[src/rtl/noc_arb_pkg.sv]
// Shared constants, port-index type and the round-robin search used by rr_timeout_arbiter.
package noc_arb_pkg;

    localparam int unsigned FID_W_DEF     = 3;
    localparam int unsigned LEN_W_DEF     = 12;
    localparam logic [2:0]  HEADER_ID_DEF = 3'b001;
    localparam int unsigned MAX_PORTS     = 32;

    typedef logic [4:0] port_idx_t;

    // One-hot first requester at or after start, wrapping within the n active ports.
    function automatic logic [MAX_PORTS-1:0] rr_pick(input logic [MAX_PORTS-1:0] req,
                                                     input port_idx_t            start,
                                                     input int unsigned          n);
        logic [MAX_PORTS-1:0] pick;
        logic                 found;
        int unsigned          idx;
        pick  = '0;
        found = 1'b0;
        idx   = 32'd0;
        for (int unsigned k = 0; k < MAX_PORTS; k++) begin
            idx = 32'(start) + k;
            if (idx >= n) begin
                idx = idx - n;
            end else begin
                idx = idx;
            end
            if ((k < n) && !found && req[idx[4:0]]) begin
                pick[idx[4:0]] = 1'b1;
                found          = 1'b1;
            end else begin
                found = found;
            end
        end
        return pick;
    endfunction

endpackage

[src/rtl/arb_port_timer.sv]
// Per-port packet-length limit and grant-age counter; only built when ARB_TIMEOUT_EN is defined.
`ifdef ARB_TIMEOUT_EN
module arb_port_timer
    import noc_arb_pkg::*;
#(
    parameter int unsigned      LEN_W     = LEN_W_DEF,
    parameter int unsigned      FID_W     = FID_W_DEF,
    parameter logic [FID_W-1:0] HEADER_ID = FID_W'(HEADER_ID_DEF)
) (
    input  logic             clk_i,
    input  logic             rst_ni,
    input  logic             run_i,
    input  logic [FID_W-1:0] flit_id_i,
    input  logic [LEN_W-1:0] length_i,
    output logic             timesup_o
);

    logic [LEN_W-1:0] limit_q, limit_d;
    logic [LEN_W-1:0] count_q, count_d;

    // Header latches a new limit; the age counter runs only while the grant is held and saturates.
    always_comb begin
        limit_d = limit_q;
        count_d = '0;
        if (flit_id_i == HEADER_ID) begin
            limit_d = length_i;
        end else begin
            limit_d = limit_q;
        end
        if (!run_i) begin
            count_d = '0;
        end else if (count_q == '1) begin
            count_d = count_q;
        end else begin
            count_d = count_q + 1'b1;
        end
    end

    // Limit and counter registers.
    always_ff @(posedge clk_i or negedge rst_ni) begin
        if (!rst_ni) begin
            limit_q <= '0;
            count_q <= '0;
        end else begin
            limit_q <= limit_d;
            count_q <= count_d;
        end
    end

    assign timesup_o = (limit_q != '0) && (count_q == limit_q);

endmodule
`endif

[src/rtl/rr_timeout_arbiter.sv]
// N-port round-robin output arbiter with per-port packet-length timeout.
// Timeout logic is present only when ARB_TIMEOUT_EN is defined; otherwise grants hold until req drops.
module rr_timeout_arbiter
    import noc_arb_pkg::*;
#(
    parameter int unsigned      NPORTS    = 5,
    parameter int unsigned      LEN_W     = LEN_W_DEF,
    parameter int unsigned      FID_W     = FID_W_DEF,
    parameter logic [FID_W-1:0] HEADER_ID = FID_W'(HEADER_ID_DEF)
) (
    input  logic                    clk,
    input  logic                    rst,
    input  logic [NPORTS-1:0]       req,
    input  logic [NPORTS*FID_W-1:0] flit_id,
    input  logic [NPORTS*LEN_W-1:0] length,
    output logic [NPORTS-1:0]       grant,
    output logic [NPORTS-1:0]       timeout_p
);

    logic [NPORTS-1:0]    grant_q, grant_d;
    logic [NPORTS-1:0]    timeout_q, timeout_d;
    logic [NPORTS-1:0]    run_s, timesup_s;
    port_idx_t            ptr_q, ptr_d;
    port_idx_t            cur_s, nxt_s;
    logic [MAX_PORTS-1:0] idle_pick_s, rel_pick_s;
    logic                 onehot_s, own_req_s, own_tu_s;
    logic                 unused_s;

    // Index of the current owner (grant_q is one-hot whenever this is consumed).
    always_comb begin
        cur_s = '0;
        for (int i = 0; i < NPORTS; i++) begin
            if (grant_q[i]) begin
                cur_s = port_idx_t'(i);
            end else begin
                cur_s = cur_s;
            end
        end
    end

    assign onehot_s    = ((grant_q & (grant_q - 1'b1)) == '0);
    assign own_req_s   = |(req & grant_q);
    assign own_tu_s    = |(timesup_s & grant_q);
    assign nxt_s       = (cur_s == port_idx_t'(NPORTS - 1)) ? 5'd0 : (cur_s + 5'd1);
    assign idle_pick_s = rr_pick(MAX_PORTS'(req), ptr_q, NPORTS);
    // Search starts after the owner, so the owner itself comes last and wins only when alone.
    assign rel_pick_s  = rr_pick(MAX_PORTS'(req), nxt_s, NPORTS);

    // Next grant, pointer and timeout pulse; a corrupted (multi-hot) grant falls back to IDLE.
    always_comb begin
        grant_d   = grant_q;
        ptr_d     = ptr_q;
        timeout_d = '0;
        run_s     = '0;
        if (grant_q == '0) begin
            grant_d = idle_pick_s[NPORTS-1:0];
        end else if (!onehot_s) begin
            grant_d = '0;
        end else if (own_req_s && !own_tu_s) begin
            run_s = grant_q;
        end else begin
            grant_d   = rel_pick_s[NPORTS-1:0];
            ptr_d     = nxt_s;
            timeout_d = grant_q & req & timesup_s;
        end
    end

    // Grant (the FSM state), round-robin pointer and timeout pulse registers.
    always_ff @(posedge clk or negedge rst) begin
        if (!rst) begin
            grant_q   <= '0;
            ptr_q     <= '0;
            timeout_q <= '0;
        end else begin
            grant_q   <= grant_d;
            ptr_q     <= ptr_d;
            timeout_q <= timeout_d;
        end
    end

`ifdef ARB_TIMEOUT_EN
    for (genvar i = 0; i < NPORTS; i++) begin : g_timer
        arb_port_timer #(
            .LEN_W     (LEN_W),
            .FID_W     (FID_W),
            .HEADER_ID (HEADER_ID)
        ) u_timer (
            .clk_i     (clk),
            .rst_ni    (rst),
            .run_i     (run_s[i]),
            .flit_id_i (flit_id[i*FID_W +: FID_W]),
            .length_i  (length[i*LEN_W +: LEN_W]),
            .timesup_o (timesup_s[i])
        );
    end
    assign unused_s = ^{idle_pick_s, rel_pick_s};
`else
    assign timesup_s = '0;
    assign unused_s  = ^{idle_pick_s, rel_pick_s, flit_id, length, HEADER_ID, run_s};
`endif

    assign grant     = grant_q;
    assign timeout_p = timeout_q;

endmodule
[config.mk]
export PLATFORM = sky130hd
export DESIGN_NAME = rr_timeout_arbiter
export DESIGN_NICKNAME = d
export VERILOG_FILES = /design/src/rtl/noc_arb_pkg.sv /design/src/rtl/arb_port_timer.sv /design/src/rtl/rr_timeout_arbiter.sv
export SDC_FILE = /design/constraint.sdc
export NUM_CORES = 1
export LEC_CHECK = 0
export CORE_MARGIN = 2
export CORE_UTILIZATION = 40
export DETAILED_ROUTE_END_ITERATION = 6
export PLACE_DENSITY_LB_ADDON = 0.05
export SYNTH_ARGS = -nofsm -noshare
export SYNTH_HDL_FRONTEND = slang
export SYNTH_HIERARCHICAL = 1
export SYNTH_SLANG_ARGS = --single-unit
[constraint.sdc]
create_clock -name clk -period 3.8 [get_ports clk]
set_input_delay 0.38 -clock clk [delete_from_list [all_inputs] [get_ports clk]]
set_output_delay 0.38 -clock clk [all_outputs]
set_load 0.1 [all_outputs]
==> qor.yml, run 1 <==
outcome:
  outcome: "completed"
global_routing:
  grt_overflow_total: 0
  met2_usage_pct: 38.62
  grt_max_degree: 22
  grt_pass1_vias: 3148
  grt_usage_pct: 25.13
  grt_most_used_layer: "met2"
  met1_usage_pct: 37.86
  grt_pass1_wl_mm: 16.68
  antenna_found_initial: 0
  use_met3_pct: 3.339
drt:
  drc_errors: 0
  drt_iter0_drc: 264
  post_drt_wl_per_cell_um: 19.54
  drt_first_pass_iters: 5
  vias: 3474
  postRouteAntennaNets: 0
  viasPerCell: 6.386
  wl_mm: 10.63
placement:
  pre_cts_slack_ns: 0.3095
  gp_congestion: 1.050
  port_buffers: 11
  dpl.hpwl_mm: 8.167
  placed_area_mm2: 0.003343
cts:
  path_clk_slew_ns: 0.06
  cts_resized: 0
  clockRootBuffer: "clkbuf_8"
  clk_latency_ns: 0.24
  cts_max_path_buffers: 2
  hold_buffers: 0
  postCtsSetupBuffers: 0
  htreeDepth: 1
  cts_sinks: 9
  cts_tree: "done"
  cts_buffers: 3
logic_synthesis:
  synthesis.area_per_instance_um2: 7.035
  yosys.area_share.xor_xnor_pct: 2.612
  synthMuxAreaShare_pct: 7.255
  yosysSeqAreaShare_pct: 7.463
  synth_area_mm2: 0.003018
  synth_compound_area_share_pct: 33.79
  synth_fa_ha_area_share_pct: 8.624
  synth_simple_gate_area_share_pct: 31.38
  synth_edf_count: 0
  synth_top_family_by_area: "compound AO/OA/AOI/OAI gates"
  synth_flop_cell: "dfrtp_1"
  postSynthCellCount: 429
  ys_types: 82
  yosys_register_bits: 9
  yosysWarnings: 6
  ys_async_sr_fraction_pct: 100.0
sta:
  rsz0062_at_grt: "false"
  relSlewSlack_pct: 34.17
  slew_violations: 0
  fmax_mhz: 281.6
  tns_ns: 0
  tightest_slew_ns: 0.9843
  setup_violations: 0
  hold_viol: 0
  finalCritPeriodShare_pct: 93.45
  hold_ws_ns: 0.4804
  layout_min_cycle_time_ns: 3.551
  fin_skew_ns: 0.007858
  setup_ws_ns: 0.2490
final_layout:
  fin_area_mm2: 0.003392
  final_util_pct: 46.52
  drive_above_1_share_pct: 13.48
  num_antenna_cells: 0
  fin_nets: 548
  area_delta_synth_final_pct: 12.40
critical_path:
  path_class: "reg2reg"
  ff2ff_setup_slack_ns: 0.25
  required_ns: 3.96
  crit_arrival_ns: 3.71
  cp-start-kind: "register"
  worstPathMaxFanout: 9
  critical_path.endpoint_type: "register"
floorplanning:
  dieArea_mm2: 0.008256
  rows: 31
  start_util_pct: 41.39
  die_w_um: 90.86
  die_h_um: 90.86
  coreArea_mm2: 0.007292
  design.portCount: 92
power:
  powerDensity_mw_per_mm2: 1049
  p_leak_nw: 1.345
  ir_drop_mv: 0.5448
run:
  drv_cap: 0
worst_hold_path:
  hp-class: "in2async"
[cell usage in the layout (no fill, tap or decap), types with 4 or more instances in the layout]
master	n
nand2_1	35
buf_4	35
nor2_1	32
o21ai_0	24
ha_1	20
a21oi_1	19
inv_1	16
nand3_1	16
nor2b_1	15
nor3_1	13
clkdlybuf4s50_1	11
nor4_1	10
nand2b_1	9
xnor2_1	8
mux2i_1	8
a31oi_1	8
and3_1	7
nand4_1	7
dfrtp_1	7
o21a_1	6
and2_1	6
o211ai_1	6
conb_1	6
a211oi_1	5
o22ai_1	5
or3_1	4
a22oi_1	4
a221oi_1	4
o31ai_1	4
mux4_2	4
[layer usage]
metal  part of all wire [%]  routed length, µm
met5                      0                  0
met4                    1.3                133
met3                    6.9                734
met2                     44               4645
met1                     48               5115
[registers in the layout (all words and copies together), names as in the netlist]
register  count
grant         5
ptr_q         4
[path summary, 6_finish.rpt]
kind | from | endpoint | depth (start not counted)
worst max register to register | grant[3] | grant[3] | 11
min in group clk | ptr_q[2] | ptr_q[2] | 1
max in group asynchronous | rst | grant[3] | 1
worst min register to register | ptr_q[2] | ptr_q[2] | 1
worst min-delay path | rst | ptr_q[3] | 1
worst max-delay path | grant[3] | grant[3] | 11
[metrics by stage]
stage               std cells  total power [mW]
floorplan                 434             2.524
global placement          540             3.347
detailed placement        540             3.356
CTS                       544             3.491
global route              544             3.854
finish                    544             3.559
[cell type report]
class / instances / area [µm²]
sequential: 9 / 227.7
multi-input combinational: 367 / 2551
inverter: 19 / 71.32
tap: 99 / 123.9
fill: 767 / 3900
timing repair buffer: 46 / 372.9
clock buffer: 4 / 45.04
[where the power goes]
| part | internal, mW | switching, mW | total (mW) |
|---|---|---|---|
| Sequential | 0.131 | 0.0529 | 0.184 |
| Clock | 0.0739 | 0.0479 | 0.122 |
| Combinational | 1.24 | 2.01 | 3.25 |
[Yosys cell counts, types with 3 or more instances]
library cell,number,area (µm²)
o21ai_0,24,120.1
a21oi_1,20,100.1
o211a_1,3,30.03
buf_4,5,37.54
and2_1,6,37.54
nor2b_1,15,93.84
nor4_1,10,62.56
nor3b_1,3,22.52
dfrtp_1,9,225.2
a41o_1,3,30.03
a221oi_1,4,35.03
nand2_1,35,131.4
o211ai_1,6,45.04
o2111ai_1,3,26.28
a21o_1,3,22.52
clkbuf_1,22,82.58
nand4_1,7,43.79
clkinv_1,3,11.26
o31ai_1,4,30.03
xnor2_1,8,70.07
inv_1,16,60.06
mux4_2,4,90.09
o31a_1,3,26.28
a31oi_1,8,50.05
or2_2,3,18.77
a211oi_1,5,37.54
or3_1,4,25.02
o311ai_0,3,26.28
nor3_1,13,65.06
nor2_1,32,120.1
o32ai_1,3,26.28
o21a_1,6,45.04
buf_2,10,50.05
and3_1,7,43.79
a22oi_1,4,30.03
a211o_1,3,26.28
o22ai_1,5,31.28
a41oi_1,3,26.28
nand2b_1,9,56.30
mux2i_1,8,80.08
nand3_1,16,80.08
ha_1,20,250.2
[kinds of logic (layout without fill, tap and decap cells)]
logic type      after synthesis  after routing
simple gates                177            177
xor+xnor                      9              9
flops                         9              9
other cells                   1              6
mux                          15             15
compound gates              139            139
buf+inv                      58             69
fa+ha+maj                    21             21
[critical path: stages (launching register included)]
cell and delay (ns):
dfrtp_2 0.44, nor2_1 0.27, nor2_1 0.16, ha_1 0.52, mux2_2 0.37, nor4_1 0.20
a221oi_1 0.13, a21boi_1 0.33, or4b_2 0.64, a31oi_1 0.14, o21ai_0 0.17, nand4_1 0.12
(Power assumes the default switching activity.)
==> run 2, diff against run 1 <==
--- a/config.mk
+++ b/config.mk
@@ -9,7 +9,9 @@
 export CORE_UTILIZATION = 40
 export DETAILED_ROUTE_END_ITERATION = 6
 export PLACE_DENSITY_LB_ADDON = 0.05
+export REMOVE_ABC_BUFFERS = 1
 export SYNTH_ARGS = -nofsm -noshare
 export SYNTH_HDL_FRONTEND = slang
 export SYNTH_HIERARCHICAL = 1
 export SYNTH_SLANG_ARGS = --single-unit
+export TNS_END_PERCENT = 10
==> qor.yml, run 2 (synthesis results as in run 1) <==
critical_path:
  cp.buffers_inverters: 2  # +2
  worstPathMaxFanout: 9  # unchanged
  ff2ff_setup_slack_ns: 0.31  # +0.06 ns
  critPathTopFamily: "compound AO/OA/AOI/OAI gates"
  crit_arrival_ns: 3.62  # -0.09 ns
  r2r-start: "ptr_q[1]"
  cpMaxStageDelayCell: "dfrtp_1"
  crit_cells: 11  # unchanged
  r2r_cells: 11  # unchanged
  cpPeakStageDelay_ns: 0.62  # -0.02 ns
  r2r-end: "grant[2]"
  crit_path_start: "ptr_q[1]"
  cp-start-kind: "register"
  crit_chain: "inv_1 > buf_4 > ha_1 > a21oi_1 > xnor2_1 > o211a_1 > nor4_1 > o31a_1 > nor3b_1 > a311oi_1 > o211ai_1"
  endpoint: "grant[2]"
  critical_path.endpoint_type: "register"
  path_class: "reg2reg"
  required_ns: 3.93  # -0.03 ns
cts:
  clockRootBuffer: "clkbuf_8"
  postCtsSetupBuffers: 0  # unchanged
  cts_sinks: 9  # unchanged
  cts_max_path_buffers: 2  # unchanged
  cts_resized: 0  # unchanged
  cts_tree: "done"
  hold_buffers: 0  # unchanged
  cts_buffers: 3  # unchanged
  htreeDepth: 1  # unchanged
  clk_latency_ns: 0.23  # about the same
  path_clk_slew_ns: 0.05  # about the same
sta:
  fin_skew_ns: 0.0004544  # -0.007404 ns
  layout_min_cycle_time_ns: 3.491  # -0.06019 ns
  finalCritPeriodShare_pct: 91.86  # -1.6 points
  tightest_slew_ns: 0.9727  # -0.01165 ns
  hold_viol: 0  # unchanged
  tns_ns: 0  # unchanged
  setup_violations: 0  # unchanged
  slew_violations: 0  # unchanged
  rsz0062_at_grt: "false"
  relSlewSlack_pct: 34.95  # +0.78 points
  fmax_mhz: 286.5  # +1.7%
final_layout:
  final_cell_mix: "buf_4, nand2_1, nor2_1"
  drive_above_1_share_pct: 13.97  # +0.49 points
  layout_commonest_cell: "buf_4"
  fin_area_mm2: 0.003443  # +1.5%
  multi_input_area_mm2: 0.002547  # -0.15%
  fill_cells: 778  # +1.4%
  seq_area_um2: 225.2  # -1.1%
  area_delta_synth_final_pct: 14.10
  num_antenna_cells: 0  # unchanged
  largest_reg_flops: 5  # unchanged
  fin_nets: 554  # +1.1%
  final_util_pct: 47.22  # +0.70 points
global_routing:
  met2_usage_pct: 38.31  # -0.31 points
  grt_most_used_layer: "met2"
  grt_pass1_wl_mm: 16.89  # +1.2%
  met1_usage_pct: 38.13  # +0.27 points
  grt_max_degree: 37  # +68%
  grt_pass1_vias: 3222  # +2.4%
  grt_usage_pct: 24.69  # -0.43 points
  grt_overflow_total: 0  # unchanged
  use_met3_pct: 2.671  # -0.67 points
  antenna_found_initial: 0  # unchanged
drt:
  drt_iter0_drc: 355  # +34%
  drt_first_pass_iters: 7  # +2
  vias: 3510  # +1.0%
  postRouteAntennaNets: 0  # unchanged
  viasPerCell: 6.382  # about the same
  drc_errors: 0  # unchanged
  post_drt_wl_per_cell_um: 18.79  # -3.8%
  wl_mm: 10.33  # -2.8%
floorplanning:
  coreArea_mm2: 0.007292  # unchanged
  design.portCount: 92  # unchanged
  rows: 31  # unchanged
  start_util_pct: 41.39  # unchanged
  die_h_um: 90.86  # unchanged
  die_w_um: 90.86  # unchanged
  dieArea_mm2: 0.008256  # unchanged
power:
  powerDensity_mw_per_mm2: 1045  # -0.36%
  p_comb_share_pct: 91.5  # about the same
  clkPwrFrac_pct: 3.1  # -0.3 points
  p_leak_nw: 1.382  # +2.7%
  p_int_mw: 1.488  # +3.1%
  p_seq_share_pct: 5.4  # +0.2 points
  p_sw_mw: 2.111  # -0.18%
  ir_drop_mv: 0.3038  # -44%
  switching_share_pct: 58.66  # -0.78 points
outcome:
  outcome: "completed"
placement:
  placed_area_mm2: 0.003398  # +1.6%
  dpl.hpwl_mm: 7.979  # -2.3%
  gp_congestion: 0.9543  # -9.1%
  port_buffers: 11  # unchanged
worst_hold_path:
  hp-class: "in2async"
run:
  drv_cap: 0  # unchanged
[run 2: stage by stage]
step / instances / total power [mW] / setup slack (ns) / hold WS, ns
final: 550 / 3.599 / 0.3092 / 0.4412
after global routing: 550 / 3.896 / 0.2034 / 0.4755
after CTS: 550 / 3.536 / 0.3778 / 0.4490
after detailed placement: 546 / 3.411 / 0.3953 / 0.6933
after global placement: 546 / 3.390 / 0.4126 / 0.6831
after floorplan: 395 / 2.423 / -0.4038 / 0.08441
[run 2: area by class of cell]
| type | instances | share of cell area [%] |
|---|---|---|
| Sequential cell | 9 | 6.541 |
| Clock buffer | 4 | 1.308 |
| Tap cell | 99 | 3.597 |
| Inverter | 19 | 2.071 |
| Multi-Input combinational cell | 367 | 73.98 |
| Timing Repair Buffer | 52 | 12.50 |
[run 2: power by group through the flow]
stage	logic, mW	registers, mW	clock network, mW
floorplan	2.05	0.370	0
global placement	3.20	0.194	0
detailed placement	3.22	0.193	0
CTS	3.23	0.193	0.112
global route	3.58	0.200	0.118
finish	3.29	0.195	0.111
[run 2: worst min-delay path by stage]
stage | end | slack [ns] | cells after the start
final | ptr_q[2] | 0.44 | 1
after floorplan | grant[0] | 0.08 | 0
after global routing | ptr_q[0] | 0.48 | 1
after detailed placement | grant[0] | 0.69 | 1
after global placement | grant[0] | 0.68 | 1
after CTS | ptr_q[2] | 0.45 | 1
[run 2: metal layers]
layer | routed length, µm | vias to the layer above | share of wire [%]
li1 | - | 1664 | -
met1 | 4982 | 1709 | 48
met2 | 4570 | 131 | 44
met3 | 730 | 6 | 7.1
met4 | 50 | 0 | 0.48
met5 | 0 | - | 0
[run 2: worst register-to-register path: stages, from the launching register on]
cell      delay, ns
dfrtp_1        0.62
inv_1          0.12
buf_4          0.19
ha_1           0.24
a21oi_1        0.30
xnor2_1        0.21
o211a_1        0.33
nor4_1         0.09
o31a_1         0.32
nor3b_1        0.49
a311oi_1       0.21
o211ai_1       0.26
